**config.mk**
```make
export PLATFORM = sky130hd
export DESIGN_NAME = mem_port_arbiter
export DESIGN_NICKNAME = d
export VERILOG_FILES = /design/src/rtl/mem_port_arbiter.sv
export SDC_FILE = /design/constraint.sdc
export NUM_CORES = 1
export LEC_CHECK = 0
export BUFFER_PORTS_ARGS = -buffer_cell sky130_fd_sc_hd__buf_2
export CAP_MARGIN = 5
export CORE_MARGIN = 1.5
export CORE_UTILIZATION = 25
export CTS_CLUSTER_SIZE = 10
export DETAILED_ROUTE_END_ITERATION = 12
export PLACE_DENSITY = 0.46
export REMOVE_ABC_BUFFERS = 1
export SLEW_MARGIN = 10
export SYNTH_ARGS = -nofsm -noshare
export SYNTH_HDL_FRONTEND = slang
export SYNTH_SLANG_ARGS = --single-unit
```
**constraint.sdc**
```tcl
create_clock -name clk -period 10.3 [get_ports clk]
set_input_delay 0 -clock clk [delete_from_list [all_inputs] [get_ports clk]]
set_output_delay 0 -clock clk [all_outputs]
set_load 0.01 [all_outputs]
```
**src/rtl/mem_port_arbiter.sv**
```systemverilog
// rtl/mem_port_arbiter.sv - round-robin arbiter sharing one main-memory port between two requesters
module mem_port_arbiter #(
   parameter int TIMEOUT = 255
) (
   input  logic        clk,
   input  logic        reset,
   input  logic        req0,
   input  logic        req1,
   input  logic        write0,
   input  logic        write1,
   input  logic [31:0] addr0,
   input  logic [31:0] addr1,
   input  logic [31:0] wdata0,
   input  logic [31:0] wdata1,
   output logic        gnt0,
   output logic        gnt1,
   output logic        done0,
   output logic        done1,
   output logic        err0,
   output logic        err1,
   output logic [31:0] rdata0,
   output logic [31:0] rdata1,
   output logic        mem_req,
   output logic        mem_write,
   output logic [31:0] mem_addr,
   output logic [31:0] mem_wdata,
   input  logic [31:0] mem_rdata,
   input  logic        mem_ready,
   output logic [31:0] grant_count0,
   output logic [31:0] grant_count1
);

   typedef enum logic [1:0] {IDLE, BUSY, RELEASE} state_t;

   localparam logic [31:0] TIMEOUT_W = 32'(TIMEOUT);

   state_t      state, state_nxt;
   logic        last;
   logic        owner;
   logic        wr_lat;
   logic [31:0] cnt;
   logic        pick;
   logic        complete;
   logic        abort;

   always_ff @(posedge clk or posedge reset) begin
      if (reset) state <= IDLE;
      else       state <= state_nxt;
   end

   // mem_ready only counts once mem_req is visible to the memory
   always_comb begin
      pick      = (req0 & req1) ? ~last : req1;
      complete  = (state == BUSY) && mem_req && mem_ready;
      abort     = (state == BUSY) && !complete && (cnt == TIMEOUT_W);
      state_nxt = state;
      case (state)
         IDLE:    if (req0 | req1) state_nxt = BUSY;
         BUSY:    if (complete | abort) state_nxt = RELEASE;
         RELEASE: state_nxt = IDLE;
         default: state_nxt = IDLE;
      endcase
   end

   always_ff @(posedge clk or posedge reset) begin
      if (reset) begin
         last         <= 1'b1;
         owner        <= 1'b0;
         wr_lat       <= 1'b0;
         cnt          <= '0;
         gnt0         <= 1'b0;
         gnt1         <= 1'b0;
         done0        <= 1'b0;
         done1        <= 1'b0;
         err0         <= 1'b0;
         err1         <= 1'b0;
         rdata0       <= '0;
         rdata1       <= '0;
         mem_req      <= 1'b0;
         mem_write    <= 1'b0;
         mem_addr     <= '0;
         mem_wdata    <= '0;
         grant_count0 <= '0;
         grant_count1 <= '0;
      end else begin
         done0 <= 1'b0;
         done1 <= 1'b0;
         err0  <= 1'b0;
         err1  <= 1'b0;
         case (state)
            IDLE: begin
               if (req0 | req1) begin
                  owner     <= pick;
                  gnt0      <= ~pick;
                  gnt1      <= pick;
                  wr_lat    <= pick ? write1 : write0;
                  mem_addr  <= pick ? addr1 : addr0;
                  mem_wdata <= pick ? wdata1 : wdata0;
                  cnt       <= '0;
               end
            end
            BUSY: begin
               if (complete | abort) begin
                  mem_req   <= 1'b0;
                  mem_write <= 1'b0;
                  gnt0      <= 1'b0;
                  gnt1      <= 1'b0;
                  last      <= owner;
                  if (owner) begin
                     done1        <= 1'b1;
                     err1         <= abort;
                     grant_count1 <= grant_count1 + 32'd1;
                     if (!wr_lat) rdata1 <= complete ? mem_rdata : 32'hDEAD_BEEF;
                  end else begin
                     done0        <= 1'b1;
                     err0         <= abort;
                     grant_count0 <= grant_count0 + 32'd1;
                     if (!wr_lat) rdata0 <= complete ? mem_rdata : 32'hDEAD_BEEF;
                  end
               end else begin
                  mem_req   <= 1'b1;
                  mem_write <= wr_lat;
                  cnt       <= cnt + 32'd1;
               end
            end
            default: ;
         endcase
      end
   end

endmodule

```
# ---- After elaboration in Yosys (flattened, before gate mapping)
# Index checks and enable logic that the tools add are counted.
# W data, S select, Z words.
dict set report totals {
  reg_bits 237
  elab_cells 80
}
dict set report classes {
  addsub 3
  eq_ne 5
  muxes 30
  bitwise 7
  reduce_logical 16
}
# op n
set ops {}
lappend ops {{$mux W32} 5}
lappend ops {{$add A32 B1 Y32 const B} 3}
lappend ops {{$pmux W32 S2} 1}
lappend ops {{$eq A32 B8 Y1 const B} 1}
lappend ops {{$mux W1} 19}
lappend ops {{$reduce_and A3 Y1} 4}
lappend ops {{$reduce_and A4 Y1} 2}
lappend ops {{$reduce_and A2 Y1} 3}
lappend ops {{$logic_and A1 B1 Y1} 4}
lappend ops {{$mux W2} 2}
lappend ops {{$ne A2 B2 Y1 const B} 2}
lappend ops {{$not A1 Y1} 4}
lappend ops {{$pmux W1 S2} 2}
lappend ops {{$pmux W2 S2} 1}
lappend ops {{$eq A2 B1 Y1 const B} 1}
lappend ops {{$logic_not A2 Y1} 1}
lappend ops {{$ne A2 B1 Y1 const B} 1}
lappend ops {{$or A1 B1 Y1} 2}
lappend ops {{$reduce_bool A2 Y1} 1}
lappend ops {{$and A1 B1 Y1} 1}
lappend ops {{$logic_not A1 Y1} 1}

# ---- Depth between registers and ports, before layout
dict set report depth {
  ltp_word 9
  depth_mapped 11
  ltp_nobuf 8
}

# ---- Worst setup path before layout
# OpenSTA, ideal clock, no wires.
dict set report synth_timing {
  kind {reg-to-reg}
  startpoint {register cnt[0]}
  endpoint {register grant_count1[21]}
  arrival_time_ns 2.284
  required_ns 10.174
  slack_ns 7.890
  stages_incl_launch_ff 10
  path_cell_list {dfrtp_1 ha_1 and3_1 buf_2 nand3_2 or3_1 buf_6 a2111oi_4 nand4_1 xnor2_1}
}
dict set report synth_via {
  elab_chain_cells 4
}
# element line_no
set synth_rtl {}
lappend synth_rtl {{start, declared} 41} ;# logic [31:0] cnt;
lappend synth_rtl {{start signal, assigned} 123} ;# cnt <= cnt + 32'd1;
lappend synth_rtl {{$eq A32 B8 Y1} 55} ;# abort = (state == BUSY) && !complete && (cnt == TIMEOUT_W);
lappend synth_rtl {{$logic_and A1 B1 Y1} 55}
lappend synth_rtl {{$or A1 B1 Y1} 103} ;# if (complete | abort) begin
lappend synth_rtl {{$reduce_and A3 Y1 (no source line)} --}
lappend synth_rtl {{end signal, assigned} 112} ;# grant_count1 <= grant_count1 + 32'd1;
lappend synth_rtl {{end, declared} 30} ;# output logic [31:0] grant_count1
# Every way passes these cells.
# A chain may end at the register's enable or synchronous reset.

# ---- Worst setup path in the final report
dict set report layout_timing {
  startpoint {register state[1]}
  endpoint {register rdata1[8]}
}
dict set report layout_via {
  elab_chain_cells 8
  word_cells_on_any_way 9
  classes_between {eq/ne (1); mux (1); bitwise (1); reduce/logical (6)}
}
# element line_no
set layout_rtl {}
lappend layout_rtl {{start, declared} 37} ;# state_t state, state_nxt;
lappend layout_rtl {{start signal, assigned} 48} ;# else state <= state_nxt;
lappend layout_rtl {{$eq A2 B1 Y1 *} {54, 55, 90}}
lappend layout_rtl {{$logic_and A1 B1 Y1 (2 in series)} 54} ;# complete = (state == BUSY) && mem_req && mem_ready;
lappend layout_rtl {{$logic_not A1 Y1} 55}
lappend layout_rtl {{$logic_and A1 B1 Y1 (2 in series)} 55}
lappend layout_rtl {{$or A1 B1 Y1} 103}
lappend layout_rtl {{$reduce_and A4 Y1 (no source line)} --}
lappend layout_rtl {{end signal, assigned} 113} ;# if (!wr_lat) rdata1 <= complete ? mem_rdata : 32'hDEAD_BEEF;
lappend layout_rtl {{end, declared} 22} ;# output logic [31:0] rdata1,
# Mark *: on every way between the ends. The rest lies on a longest branch, timed or not.

==> impl_metrics.ini <==
[floorplan]
core-area_sq_um = 39900
std_cell_rows = 73
initial_core_util_pct = 25.4
die_area_sq_um = 41800
pin_count = 367
dieWidth_um = 205
dieHeight_um = 205

[power_and_ir_drop]
pwr-share-seq_pct = 35.5
p_leak_uw = 0.00727
pwr-share-clk_pct = 24.6
power.density_nw_per_um2 = 267
internal_power_uw = 2580
switching_share_pct = 36.0
power_switching_uw = 1450
p_comb_share_pct = 39.8
irDropWorstVdd_mv = 0.134

[run_status]
run_status = finished clean

[grt]
grt_overflow = 0
first_global_vias = 9562
grt_pass1_wl_um = 56100
grt_max_degree = 101
grt_util_all_layers_pct = 17.1
antenna_found_initial = 1

[timing]
worstMarginPinSlew_ns = 1.26
hold_viol_final = 0
finalSetupViolCount = 0
slew_violations = 0
setup_tns_ns = 0
holdWs_ns = 0.116
fmax_mhz = 280
period_needed_ns = 3.57
rsz0062_at_grt = no
min_period_over_period_pct = 34.6
fin_skew_ns = 0.0134
slew_headroom_pct = 15.6

[drt]
viasPerCell = 4.96
drtAntennaViolNets = 0
drt_first_pass_iters = 8
drc = 0
vias = 9628
drt-total-wl_um = 36900
drtIter0Drc = 780
wl_per_cell_um = 19.0

[worst_setup_path]
crit_path_start_kind = flip-flop
cpMaxStageDelayCell = nor2_1
slowest_delay_ns = 1.12
cp_cell_sequence = nand2b_1 -> nor2_1 -> a21oi_2 -> buf_4 -> inv_1 -> nand2_1 -> a32o_1
critPathKind = reg2reg
cp.required_ns = 10.74
crit_path_end_kind = flip-flop
crit_fanout = 22
cp.arrival_ns = 4.01
reg2regPathDepth = 7

[yosys]
syn_avg_cell_area_sq_um = 11.4
synth_area_sq_um = 10200
synth-edff-count = 0
synthArstFlopShare_pct = 100
synth_cell_types = 51
synth-main-ff-cell = dfrtp_1
yosysWarnings = 0
synth.yosys.seq_area_share_pct = 58.4
syn_inst = 888
ys_seq_elements = 237

[final_layout]
multi_input_area_sq_um = 3710
nets = 1571
drive_gt1_share_pct = 30.7
final_cell_mix = 366 x buf_2, 236 x dfrtp_1, 165 x dlygate4sd3_1, 78 x inv_1, 65 x a222oi_1
seq_area_sq_um = 5930
syn_to_final_growth_pct = 48.8
nFillCells = 3986
post-route-util_pct = 37.8
stdcell_count = 1943
layout_commonest_cell = buf_2

[clock_network]
cts_tree = done
clkTransAtPathRegs_ns = 0.06
post_cts_buffers = 0
cts-buffers-inserted = 30
clk_latency_ns = 0.55
cts_root_buffer = clkbuf_16
cts_resized = 0
htreeDepth = 1
cts_buffer_depth = 3
clock-sinks = 237

[placed_design]
port_buffers = 366
gp_congestion = 0.795
dpl.hpwl_um = 24400
dp.cells = 1729

[worst_hold_path]
hold_path.class = in2async

[job]
cap_violations = 0
==> power groups by stage <==
stage / clock, uW / combinational, uW / sequential, uW
floorplan: 0 / 596 / 1530
global placement: 0 / 1330 / 1440
detailed placement: 0 / 1340 / 1440
CTS: 1020 / 1600 / 1430
global route: 1060 / 1750 / 1470
finish: 992 / 1600 / 1430
==> critical path, delay by kind of cell, from the launching register on <==
family,cells,cell delay (ns)
and+or+nand+nor,3,1.96
DFF,1,0.38
AOI/OAI and AO/OA,2,0.30
buffers and inverters,2,0.79
==> metal layers <==
layer | up-vias | global-route usage [%] | wire (um)
li1 | 4408 | - | -
met3 | 62 | 3.53 | 2220
met4 | 0 | 5.12 | 966
met1 | 4853 | 22.8 | 15900
met5 | - | 0 | 0
met2 | 305 | 27.8 | 17800
==> cell type report <==
cell class | count | area share, %
sequential | 237 | 39.3
multi-input combinational | 510 | 24.6
timing repair buffer | 543 | 23.7
clock buffer | 45 | 5.82
tap | 525 | 4.35
inverter | 79 | 2.01
clock inverter | 3 | 0.290
antenna | 1 | 0.0166
==> repair_timing <==
action / CTS / global route
setup endpoints to repair: 0 / 0
hold buffers: 165 / 0
hold endpoints to repair: 227 / 0
==> kinds of logic (layout without fill, tap and decap cells) <==
| kind of cell | count (synthesis) | count (layout) | synth area share (%) |
|---|---|---|---|
| compound gates | 210 | 210 | 18.0 |
| xor+xnor | 62 | 62 | 5.35 |
| fa+ha+maj | 3 | 3 | 0.370 |
| buf+inv | 141 | 670 | 5.41 |
| flops | 237 | 237 | 58.4 |
| mux | 2 | 2 | 0.222 |
| other cells | 0 | 1 | 0 |
| simple gates | 233 | 233 | 12.2 |
==> final timing paths <==
path / endpoint / start / slack [ns]
setup / recovery: rdata1[8] / state[1] / 6.73
hold / removal: mem_addr[16] / reset / 0.12
setup reg to reg: rdata1[8] / state[1] / 6.73
hold reg to reg: grant_count1[31] / grant_count1[31] / 0.47
max in group asynchronous: rdata0[20] / reset / 8.70
min in group clk: cnt[12] / mem_ready / 0.20
==> Yosys cell counts (all sizes together), types with 2 or more instances <==
cell type    n  area [sq um]
nand2b       2          12.5
a21boi       2          15.0
and4         9          78.8
nand2       46           173
mux2         2          22.5
a311oi       2          17.5
nor3        21           105
a31oi        7          43.8
a32o        16           160
nor4b        4          35.0
or4          2          15.0
xor2        22           193
clkbuf      52           195
buf         10          57.6
and2         7          43.8
xnor2       40           350
or3          5          31.3
o211ai       2          15.0
nor2b        2          12.5
ha           3          37.5
nand3       45           230
nor2        24          90.1
a21oi        7          35.0
o21ai       36           180
a211oi       3          32.5
o41ai        3          26.3
o31ai        6          45.0
dfrtp      236          5910
nor3b        2          15.0
a22o         2          17.5
nor4        19           119
a21o         4          30.0
inv         79           297
and3        21           131
a222oi      65           651
o32a        48           480
nand4       23           144
==> per-stage QoR <==
stage	setup WS [ns]	cell area, sq um	total power (uW)
6_report	6.73	15100	4030
5_1_grt	6.51	15100	4270
4_1_cts	6.75	15100	4060
3_5_place_dp	6.77	12500	2780
3_3_place_gp	6.87	12500	2770
2_1_floorplan	3.80	9900	2130
==> flip-flops by register name, indices dropped and copies added, names as in the netlist, 2 cells and up <==
signal	flops
grant_count0	32
grant_count1	32
mem_wdata	32
rdata0	32
state	2
mem_addr	32
cnt	32
rdata1	32
Power figures use the tool's default switching activity.
